$ cat src/rtl/opm_pkg.sv
// Shared constants and types for the jt51 (YM2151) write pacing queue.
package opm_pkg;

    localparam logic OPM_A0_ADDR = 1'b0;
    localparam logic OPM_A0_DATA = 1'b1;

    localparam int OPM_DEPTH_DEF    = 16;
    localparam int OPM_STROBE_DEF   = 2;
    localparam int OPM_ADDR_GAP_DEF = 4;
    localparam int OPM_DATA_GAP_DEF = 136;

    typedef enum logic [1:0] {
        OPM_IDLE   = 2'd0,
        OPM_STROBE = 2'd1,
        OPM_GAP    = 2'd2
    } opm_state_e;

    function automatic int opm_max(input int a, input int b);
        return (a > b) ? a : b;
    endfunction

endpackage

$ cat src/rtl/opm_sync_fifo.sv
// Single-clock FIFO with registered level/full/empty and a flush that drops unread entries.
module opm_sync_fifo
#(
    parameter int DEPTH = 16,
    parameter int WIDTH = 9
)(
    input  logic                     clk,
    input  logic                     rst,
    input  logic                     push,
    input  logic                     pop,
    input  logic                     flush,
    input  logic [WIDTH-1:0]         wdata,
    output logic [WIDTH-1:0]         rdata,
    output logic [$clog2(DEPTH):0]   level,
    output logic                     empty,
    output logic                     full
);

    localparam int AW = $clog2(DEPTH);
    localparam logic [AW:0]   LVL_ONE  = 1;
    localparam logic [AW:0]   LVL_FULL = DEPTH[AW:0];
    localparam logic [AW-1:0] PTR_ONE  = 1;

    logic [WIDTH-1:0] r_mem [DEPTH];
    logic [AW-1:0]    r_wr_ptr;
    logic [AW-1:0]    r_rd_ptr;
    logic [AW:0]      r_level;
    logic [AW:0]      w_level_nxt;
    logic             r_empty;
    logic             r_full;
    logic             w_push;
    logic             w_pop;

    // full is the registered flag, so a same-cycle pop never makes room for a push
    assign w_push = push && !r_full && !flush;
    assign w_pop  = pop && !r_empty;

    always_comb begin
        w_level_nxt = r_level;
        if (flush)
            w_level_nxt = '0;
        else if (w_push && !w_pop)
            w_level_nxt = r_level + LVL_ONE;
        else if (w_pop && !w_push)
            w_level_nxt = r_level - LVL_ONE;
    end

    always_ff @(posedge clk or posedge rst) begin
        if (rst) begin
            r_wr_ptr <= '0;
            r_rd_ptr <= '0;
            r_level  <= '0;
            r_empty  <= 1'b1;
            r_full   <= 1'b0;
        end else begin
            if (w_push)
                r_wr_ptr <= r_wr_ptr + PTR_ONE;
            if (flush)
                r_rd_ptr <= r_wr_ptr;
            else if (w_pop)
                r_rd_ptr <= r_rd_ptr + PTR_ONE;
            r_level <= w_level_nxt;
            r_empty <= (w_level_nxt == '0);
            r_full  <= (w_level_nxt == LVL_FULL);
        end
    end

    always_ff @(posedge clk) begin
        if (w_push)
            r_mem[r_wr_ptr] <= wdata;
    end

    assign rdata = r_mem[r_rd_ptr];
    assign level = r_level;
    assign empty = r_empty;
    assign full  = r_full;

endmodule

$ cat src/rtl/opm_write_queue.sv
// Queues host register writes for the jt51 and replays them with a fixed strobe
// width followed by an address- or data-dependent busy gap.
module opm_write_queue
    import opm_pkg::*;
#(
    parameter int DEPTH         = OPM_DEPTH_DEF,
    parameter int STROBE_CYCLES = OPM_STROBE_DEF,
    parameter int ADDR_GAP      = OPM_ADDR_GAP_DEF,
    parameter int DATA_GAP      = OPM_DATA_GAP_DEF
)(
    input  logic                     clk,
    input  logic                     rst,
    input  logic                     wr_stb,
    input  logic                     wr_a0,
    input  logic [7:0]               wr_data,
    input  logic                     flush,
    input  logic                     clr_ovf,
    output logic                     ym_cs_n,
    output logic                     ym_wr_n,
    output logic                     ym_a0,
    output logic [7:0]               ym_din,
    output logic [$clog2(DEPTH):0]   level,
    output logic                     empty,
    output logic                     full,
    output logic                     overflow
);

    localparam int GAP_W = $clog2(opm_max(opm_max(ADDR_GAP, DATA_GAP), 1) + 1);
    localparam int STB_W = $clog2(STROBE_CYCLES + 1);

    localparam logic [1:0] S_IDLE   = OPM_IDLE;
    localparam logic [1:0] S_STROBE = OPM_STROBE;
    localparam logic [1:0] S_GAP    = OPM_GAP;

    localparam logic [GAP_W-1:0] GAP_ONE = 1;
    localparam logic [STB_W-1:0] STB_ONE = 1;

    logic [8:0]       w_head;
    logic             w_empty;
    logic             w_full;
    logic             w_pop;
    logic [GAP_W-1:0] w_gap_sel;

    logic [1:0]       r_state;
    logic [STB_W-1:0] r_strb_cnt;
    logic [GAP_W-1:0] r_gap_cnt;
    logic             r_cs_n;
    logic             r_a0;
    logic [7:0]       r_din;
    logic             r_ovf;

    opm_sync_fifo #(
        .DEPTH (DEPTH),
        .WIDTH (9)
    ) u_fifo (
        .clk   (clk),
        .rst   (rst),
        .push  (wr_stb),
        .pop   (w_pop),
        .flush (flush),
        .wdata ({wr_a0, wr_data}),
        .rdata (w_head),
        .level (level),
        .empty (w_empty),
        .full  (w_full)
    );

    assign w_pop     = (r_state == S_IDLE) && !w_empty;
    assign w_gap_sel = (r_a0 == OPM_A0_DATA) ? GAP_W'(DATA_GAP) : GAP_W'(ADDR_GAP);

    // One register drives both cs_n and wr_n so they can never skew apart
    always_ff @(posedge clk or posedge rst) begin
        if (rst) begin
            r_state    <= S_IDLE;
            r_strb_cnt <= '0;
            r_gap_cnt  <= '0;
            r_cs_n     <= 1'b1;
            r_a0       <= 1'b0;
            r_din      <= 8'h00;
        end else begin
            case (r_state)
                S_IDLE: begin
                    if (!w_empty) begin
                        r_a0       <= w_head[8];
                        r_din      <= w_head[7:0];
                        r_cs_n     <= 1'b0;
                        r_strb_cnt <= STB_W'(STROBE_CYCLES - 1);
                        r_state    <= S_STROBE;
                    end
                end
                S_STROBE: begin
                    if (r_strb_cnt == '0) begin
                        r_cs_n <= 1'b1;
                        if (w_gap_sel == '0) begin
                            r_state <= S_IDLE;
                        end else begin
                            r_gap_cnt <= w_gap_sel;
                            r_state   <= S_GAP;
                        end
                    end else begin
                        r_strb_cnt <= r_strb_cnt - STB_ONE;
                    end
                end
                S_GAP: begin
                    r_gap_cnt <= r_gap_cnt - GAP_ONE;
                    if (r_gap_cnt == GAP_ONE)
                        r_state <= S_IDLE;
                end
                default: r_state <= S_IDLE;
            endcase
        end
    end

    // A dropped push wins over a simultaneous clear
    always_ff @(posedge clk or posedge rst) begin
        if (rst)
            r_ovf <= 1'b0;
        else if (wr_stb && w_full && !flush)
            r_ovf <= 1'b1;
        else if (clr_ovf)
            r_ovf <= 1'b0;
    end

    assign ym_cs_n  = r_cs_n;
    assign ym_wr_n  = r_cs_n;
    assign ym_a0    = r_a0;
    assign ym_din   = r_din;
    assign empty    = w_empty;
    assign full     = w_full;
    assign overflow = r_ovf;

endmodule

$ cat config.mk
export PLATFORM = sky130hd
export DESIGN_NAME = opm_write_queue
export DESIGN_NICKNAME = d
export VERILOG_FILES = /design/src/rtl/opm_pkg.sv /design/src/rtl/opm_sync_fifo.sv /design/src/rtl/opm_write_queue.sv
export SDC_FILE = /design/constraint.sdc
export NUM_CORES = 1
export LEC_CHECK = 0
export CELL_PAD_IN_SITES_DETAIL_PLACEMENT = 1
export CELL_PAD_IN_SITES_GLOBAL_PLACEMENT = 2
export CORE_ASPECT_RATIO = 0.6
export CORE_MARGIN = 1
export CORE_UTILIZATION = 35
export DETAILED_ROUTE_END_ITERATION = 7
export GPL_TIMING_DRIVEN = 0
export PLACE_DENSITY = 0.65
export SLEW_MARGIN = 10
export SYNTH_ARGS = -nofsm -noshare
export SYNTH_HDL_FRONTEND = slang
export SYNTH_SLANG_ARGS = --single-unit
export TNS_END_PERCENT = 30
$ cat constraint.sdc
create_clock -name clk -period 3.9 [get_ports clk]
set_input_delay 0.78 -clock clk [delete_from_list [all_inputs] [get_ports clk]]
set_output_delay 0.78 -clock clk [all_outputs]
set_load 0.01 [all_outputs]
; ---- Word level (Yosys, flattened, before mapping)
; Memory sizes are Yosys's and may differ from the RTL's. A register that Yosys moved wholly into a read port is not among the register bits.
; Index checks and enable logic that the tools add are counted.
[classes]
n_addsub = 6
n_mul = 0
div = 0
n_lt_le_gt_ge = 0
n_eq_ne = 9
shifts = 0
mux = 23
n_bitwise = 1
n_reduce_logical = 26
[ops]
columns = cell, count
row1 = two-way mux 8 bit, 3
row2 = case mux 8 bit (2 select lines), 1
row3 = two-way mux 5 bit, 3
row4 = AND reduction 3 bit, 4
row5 = two-way mux 2 bit, 5
row6 = "!= test 2 bit, second input constant", 5
row7 = "adder 4 x 1 -> 4 bit, second input constant", 2
row8 = "equality test 8 x 1 -> 1 bit, second input constant", 1
row9 = logical AND 1 bit, 8
row10 = logical NOT 8 bit, 1
row11 = two-way mux 4 bit, 2
row12 = nonzero test 2 bit, 4
row13 = "subtractor 8 x 1 -> 8 bit, second input constant", 1
row14 = two-way mux 1 bit, 6
row15 = case mux 2 bit (3 select lines), 1
row16 = "adder 5 x 1 -> 5 bit, second input constant", 1
row17 = "equality test 5 bit, second input constant", 1
row18 = logical NOT 1 bit, 5
row19 = logical NOT 5 bit, 1
row20 = "subtractor 5 x 1 -> 5 bit, second input constant", 1
row21 = logical NOT 2 bit, 2
row22 = case mux 2 bit (2 select lines), 1
row23 = "equality test 2 x 1 -> 1 bit, second input constant", 1
row24 = "equality test 2 bit, second input constant", 1
row25 = 4 further kinds, 4
[word_totals]
reg_bits = 29
latch_bits = 0
ram_bits = 144
mem_bits_ro = 0
input_bits = 14
out_inout_bits = 19
word_cells = 76
n_memories = 1
[memory_table]
columns = name, words, word_bits, read_ports, rd_ports_with_merged_regs, wr, line
row1 = u_fifo.r_mem, 16, 9, 1, 1, 1, opm_sync_fifo.sv:24  ; logic [WIDTH-1:0] r_mem [DEPTH];

; ---- Longest topological paths before layout
[depth]
word_depth = 9
ltp_mapped = 8
depth_no_buf = 7

; ---- By module
; Synthesis repeated with hierarchy kept, for this count alone.
[unflattened]
hier_cells = 440
area_unflattened_um2 = 7596.0
[modules_own_cells]
columns = module, n_inst, cells_each, area_each_um2, seq_area_each_um2
row1 = opm_sync_fifo, 1, 346, 6516.2, 4700.8
row2 = opm_write_queue, 1, 94, 1079.8, 576.8

; ---- Least setup slack after synthesis
; OpenSTA, ideal clock, no wires.
[synth_timing]
path_type = input to register
start = input port flush
end = memory u_fifo.r_mem[3][0] (enable)
setup_ns = 0.387
arrival_ns = 2.198
required_time_ns = 3.513
setup_slack_ns = 1.315
cell_stages = 5
n_path_buf = 2
path_cell_list = buf_6 nor3b_2 buf_2 nand2_1 nor3_1
[synth_via]
elab_chain_cells = 4
[synth_rtl]
columns = element, line
row1 = from (decl), opm_write_queue.sv:16  ; input logic flush,
row2 = logical NOT 1 bit, opm_sync_fifo.sv:35  ; assign w_push = push && !r_full && !flush;
row3 = logical AND 1 bit, opm_sync_fifo.sv:35
row4 = two-way mux 1 bit, opm_sync_fifo.sv:69  ; if (w_push)
row5 = two-way mux 1 bit (not written as such), opm_sync_fifo.sv:70  ; r_mem[r_wr_ptr] <= wdata;
row6 = to (decl), opm_sync_fifo.sv:24
; No other way between the ends.

; ---- Final worst setup path
[layout_timing]
start = input port wr_stb
end = memory u_fifo.r_mem[11][4] (enable)
[layout_via]
elab_chain_cells = 4
[layout_rtl]
columns = element, line
row1 = from (decl), opm_write_queue.sv:13  ; input logic wr_stb,
row2 = logical AND 1 bit (2 in a row), opm_sync_fifo.sv:35
row3 = two-way mux 1 bit, opm_sync_fifo.sv:69
row4 = two-way mux 1 bit (not written as such), opm_sync_fifo.sv:70
; No other way between the ends.

==> key figures <==
Synth
  – Area fraction of the dominant cell type after synthesis: 0.5805
  – Largest cells by area after synthesis: edfxtp_1, dfrtp_1, mux4_2
  – Main combinational cell family by area after synthesis: multiplexers
  – Post-Synthesis Cell Area: 0.007448 mm^2
  – Synthesized-area fraction occupied by adder cells: 0.01680
  – Area leader, netlist: edfxtp_1
  – Synthesized Nets: 456
  – Mux cell area share after synthesis: 0.1418
  – Simple-Gate Fraction of Synth Area: 0.06131
  – Synth warn: 0
  – Synth Area in XOR/XNOR: 0.008231
  – Syn_area_per_cell: 17.24 um^2
  – Post-synthesis compound-gate area fraction: 0.04250
  – Mapped Cells: 432
  – Distinct cells, synth: 52
  – Count leader, synth: edfxtp_1
  – FFs w/ async S/R, synth: 0.2088
  – Synthesized flop and latch total: 182
  – Synth cell count leaders: edfxtp_1, dfrtp_1, mux4_2
  – EDFF count, synth: 144
  – Main flop type after synthesis: edfxtp_1
  – Register area share after synthesis: 0.7086

Global route
  – All-Layer GR Usage: 0.1707
  – Vias in the first global route: 4141
  – Initial antenna violation count: 0
  – Largest net degree at the start of global routing: 32
  – First-pass GRT wire length: 26.18 mm
  – Total grt overflow: 0

Clock network
  – CTS Sinks: 182
  – Root buffer cell: clkbuf_16
  – CTS tree: built
  – Clock Latency Late Sink: 0.43 ns
  – Clock H-tree levels: 4
  – Post-CTS Hold Fix Bufs: 0
  – Max Root-Sink Buffers: 2
  – PostCTS Resize Cnt: 0
  – CTS Buf Count: 17
  – Setup Buffers After CTS: 0
  – Clock transition at path regs: 0.06 ns

Min path
  – Hold/Removal Path Class: register to register

Die
  – Die area: 0.02189 mm^2
  – Starting Density: 0.3648
  – Rows: 40
  – Num ports: 33
  – Core Region: 0.02042 mm^2
  – Die width: 190.3 um
  – Die Span Y: 115 um

STA
  – Period minus WS final: 2.860 ns
  – Fin Hold WS: 0.4755 ns
  – Worst Max-Slew Pin Slew: 1.086 ns
  – Max Fclk: 349.7 MHz
  – TNS Setup: 0 ns
  – Worst Skew: 0.006752 ns
  – Max-slew headroom: 0.2730
  – Max Transition Viols Final: 0
  – Final hold vios: 0
  – RSZ-0062 raised after global routing: no
  – Min setup slack post-route: 1.040 ns
  – Count of final setup violators: 0
  – Tcrit/Tclk final: 0.7333

Route
  – Routed len/inst: 22.64 um
  – First-pass DRT Iterations: 5
  – Antenna-violating nets left: 0
  – DRC: 0
  – Via/cell ratio: 5.149
  – DRT iter0 DRCs: 251
  – Via Count: 3980
  – WL final: 17.50 mm

Placed design
  – Final GP Congestion: 0.7714
  – Dpl ws: 0.5363 ns
  – DPL Wire Length: 11.85 mm
  – I/O Buffers: 31

Finish
  – Ant diodes: 0
  – Share of layout cells above drive strength 1: 0.2040
  – Sequential cell area: 0.005278 mm^2
  – Filler cells: 1983
  – Synthesis-to-layout area growth: 17.29%
  – Multi-input combinational cell area: 0.002036 mm^2
  – Total Nets Final: 511

Pwr
  – P per Cell Area: 707.4 mW/mm^2
  – Leakage: 2.946 nW
  – Maximum VDD drop: 0.3962 mV

Worst setup path
  – Largest stage delay, worst path: 0.85 ns
  – Crit Path Class: input pin to register
  – Crit path cell chain: clkdlybuf4s50_1 > nor3b_2 > buf_2 > nand2_1 > nor2_1
  – Critical Path RT: 3.95 ns
  – Crit path arrival time: 2.91 ns
  – Worst Path Max Fanout: 10
  – CP max stage cell: nor2_1
  – Critical Path Source Type: input pin
  – Endpoint class of the critical path: register

Outcome
  – Outcome: complete, no violations

Job
  – Max-cap viol count: 0
[cell usage in the layout, fill, tap and decap left out, types with 12 or more instances in the layout]
cell	synthesis	layout
edfxtp_1	144	144
clkbuf_1	10	12
mux4_2	36	36
mux2i_1	17	17
nand2_1	20	20
dfrtp_1	36	36
nor2_1	31	31
o21ai_0	20	20
a21oi_1	12	12
clkbuf_16	0	17
clkdlybuf4s50_1	0	31
[sequential cells by signal (all words and copies together), names as in the netlist]
signal / cells
u_fifo.r_rd_ptr: 4
r_strb_cnt: 2
ym_din: 8
u_fifo.empty: 1
ym_cs_n: 1
ym_a0: 1
u_fifo.level: 5
u_fifo.full: 1
r_gap_cnt: 8
u_fifo.r_wr_ptr: 4
overflow: 1
u_fifo.r_mem: 144
r_state: 2
[final timing paths]
check / from / to / slack [ns] / cells after the start
setup / recovery: wr_stb / u_fifo.r_mem[11][4] / 1.04 / 5
max in group asynchronous: rst / ym_cs_n / 2.76 / 3
hold reg to reg: ym_cs_n / ym_cs_n / 0.48 / 2
hold / removal: ym_cs_n / ym_cs_n / 0.48 / 2
setup reg to reg: u_fifo.r_rd_ptr[1] / ym_din[0] / 1.38 / 5
min in group asynchronous: rst / ym_din[6] / 0.61 / 2
[power breakdown]
group          leakage [nW]  switching [mW]  internal [mW]
sequential             1.77           0.185           2.36
combinational         0.909            1.07          0.891
clock                 0.268           0.735          0.940
total                  2.95            1.99           4.19
[cell type report]
type	instances	share of cell area
flip-flops and latches	182	0.6041
multi-input cells	216	0.2330
clock buffers	19	0.04956
repair buffers	36	0.04125
well taps	273	0.03910
clock inverters	13	0.01518
plain buffers	22	0.01260
inverters	12	0.005156
[cells by family (layout without fill, tap and decap cells)]
| family | count (synthesis) | in the layout |
|---|---|---|
| and+or+nand+nor | 89 | 89 |
| xor gates and xnor gates | 7 | 7 |
| AOI/OAI and AO/OA | 51 | 51 |
| DFF | 182 | 182 |
| adders and majority gates | 10 | 10 |
| muxes | 59 | 59 |
| buffers and inverters | 34 | 102 |
[critical path, delay by kind of cell]
kind | cells | cell delay, ns
AND/OR/NAND/NOR | 3 | 1.35
buffers and inverters | 2 | 0.79
[metal layers]
metal / vias to the layer above / GRT usage / routed length, um
met5: - / 0 / 0
met4: 0 / 0.05813 / 226
met3: 20 / 0.03510 / 1175
met2: 75 / 0.2395 / 7474
met1: 2092 / 0.2619 / 8626
li1: 1793 / - / -
[per-stage QoR]
step	instances	total power, mW	area (um^2)	util
global placement	736	4.494	8100	0.3967
finish	773	6.180	8736	0.4278
floorplan	432	3.830	7448	-
detailed placement	741	4.563	8170	0.4001
global route	773	6.498	8736	0.4278
CTS	773	6.252	8736	0.4278
Note: power is estimated with default switching activity, not from simulation.
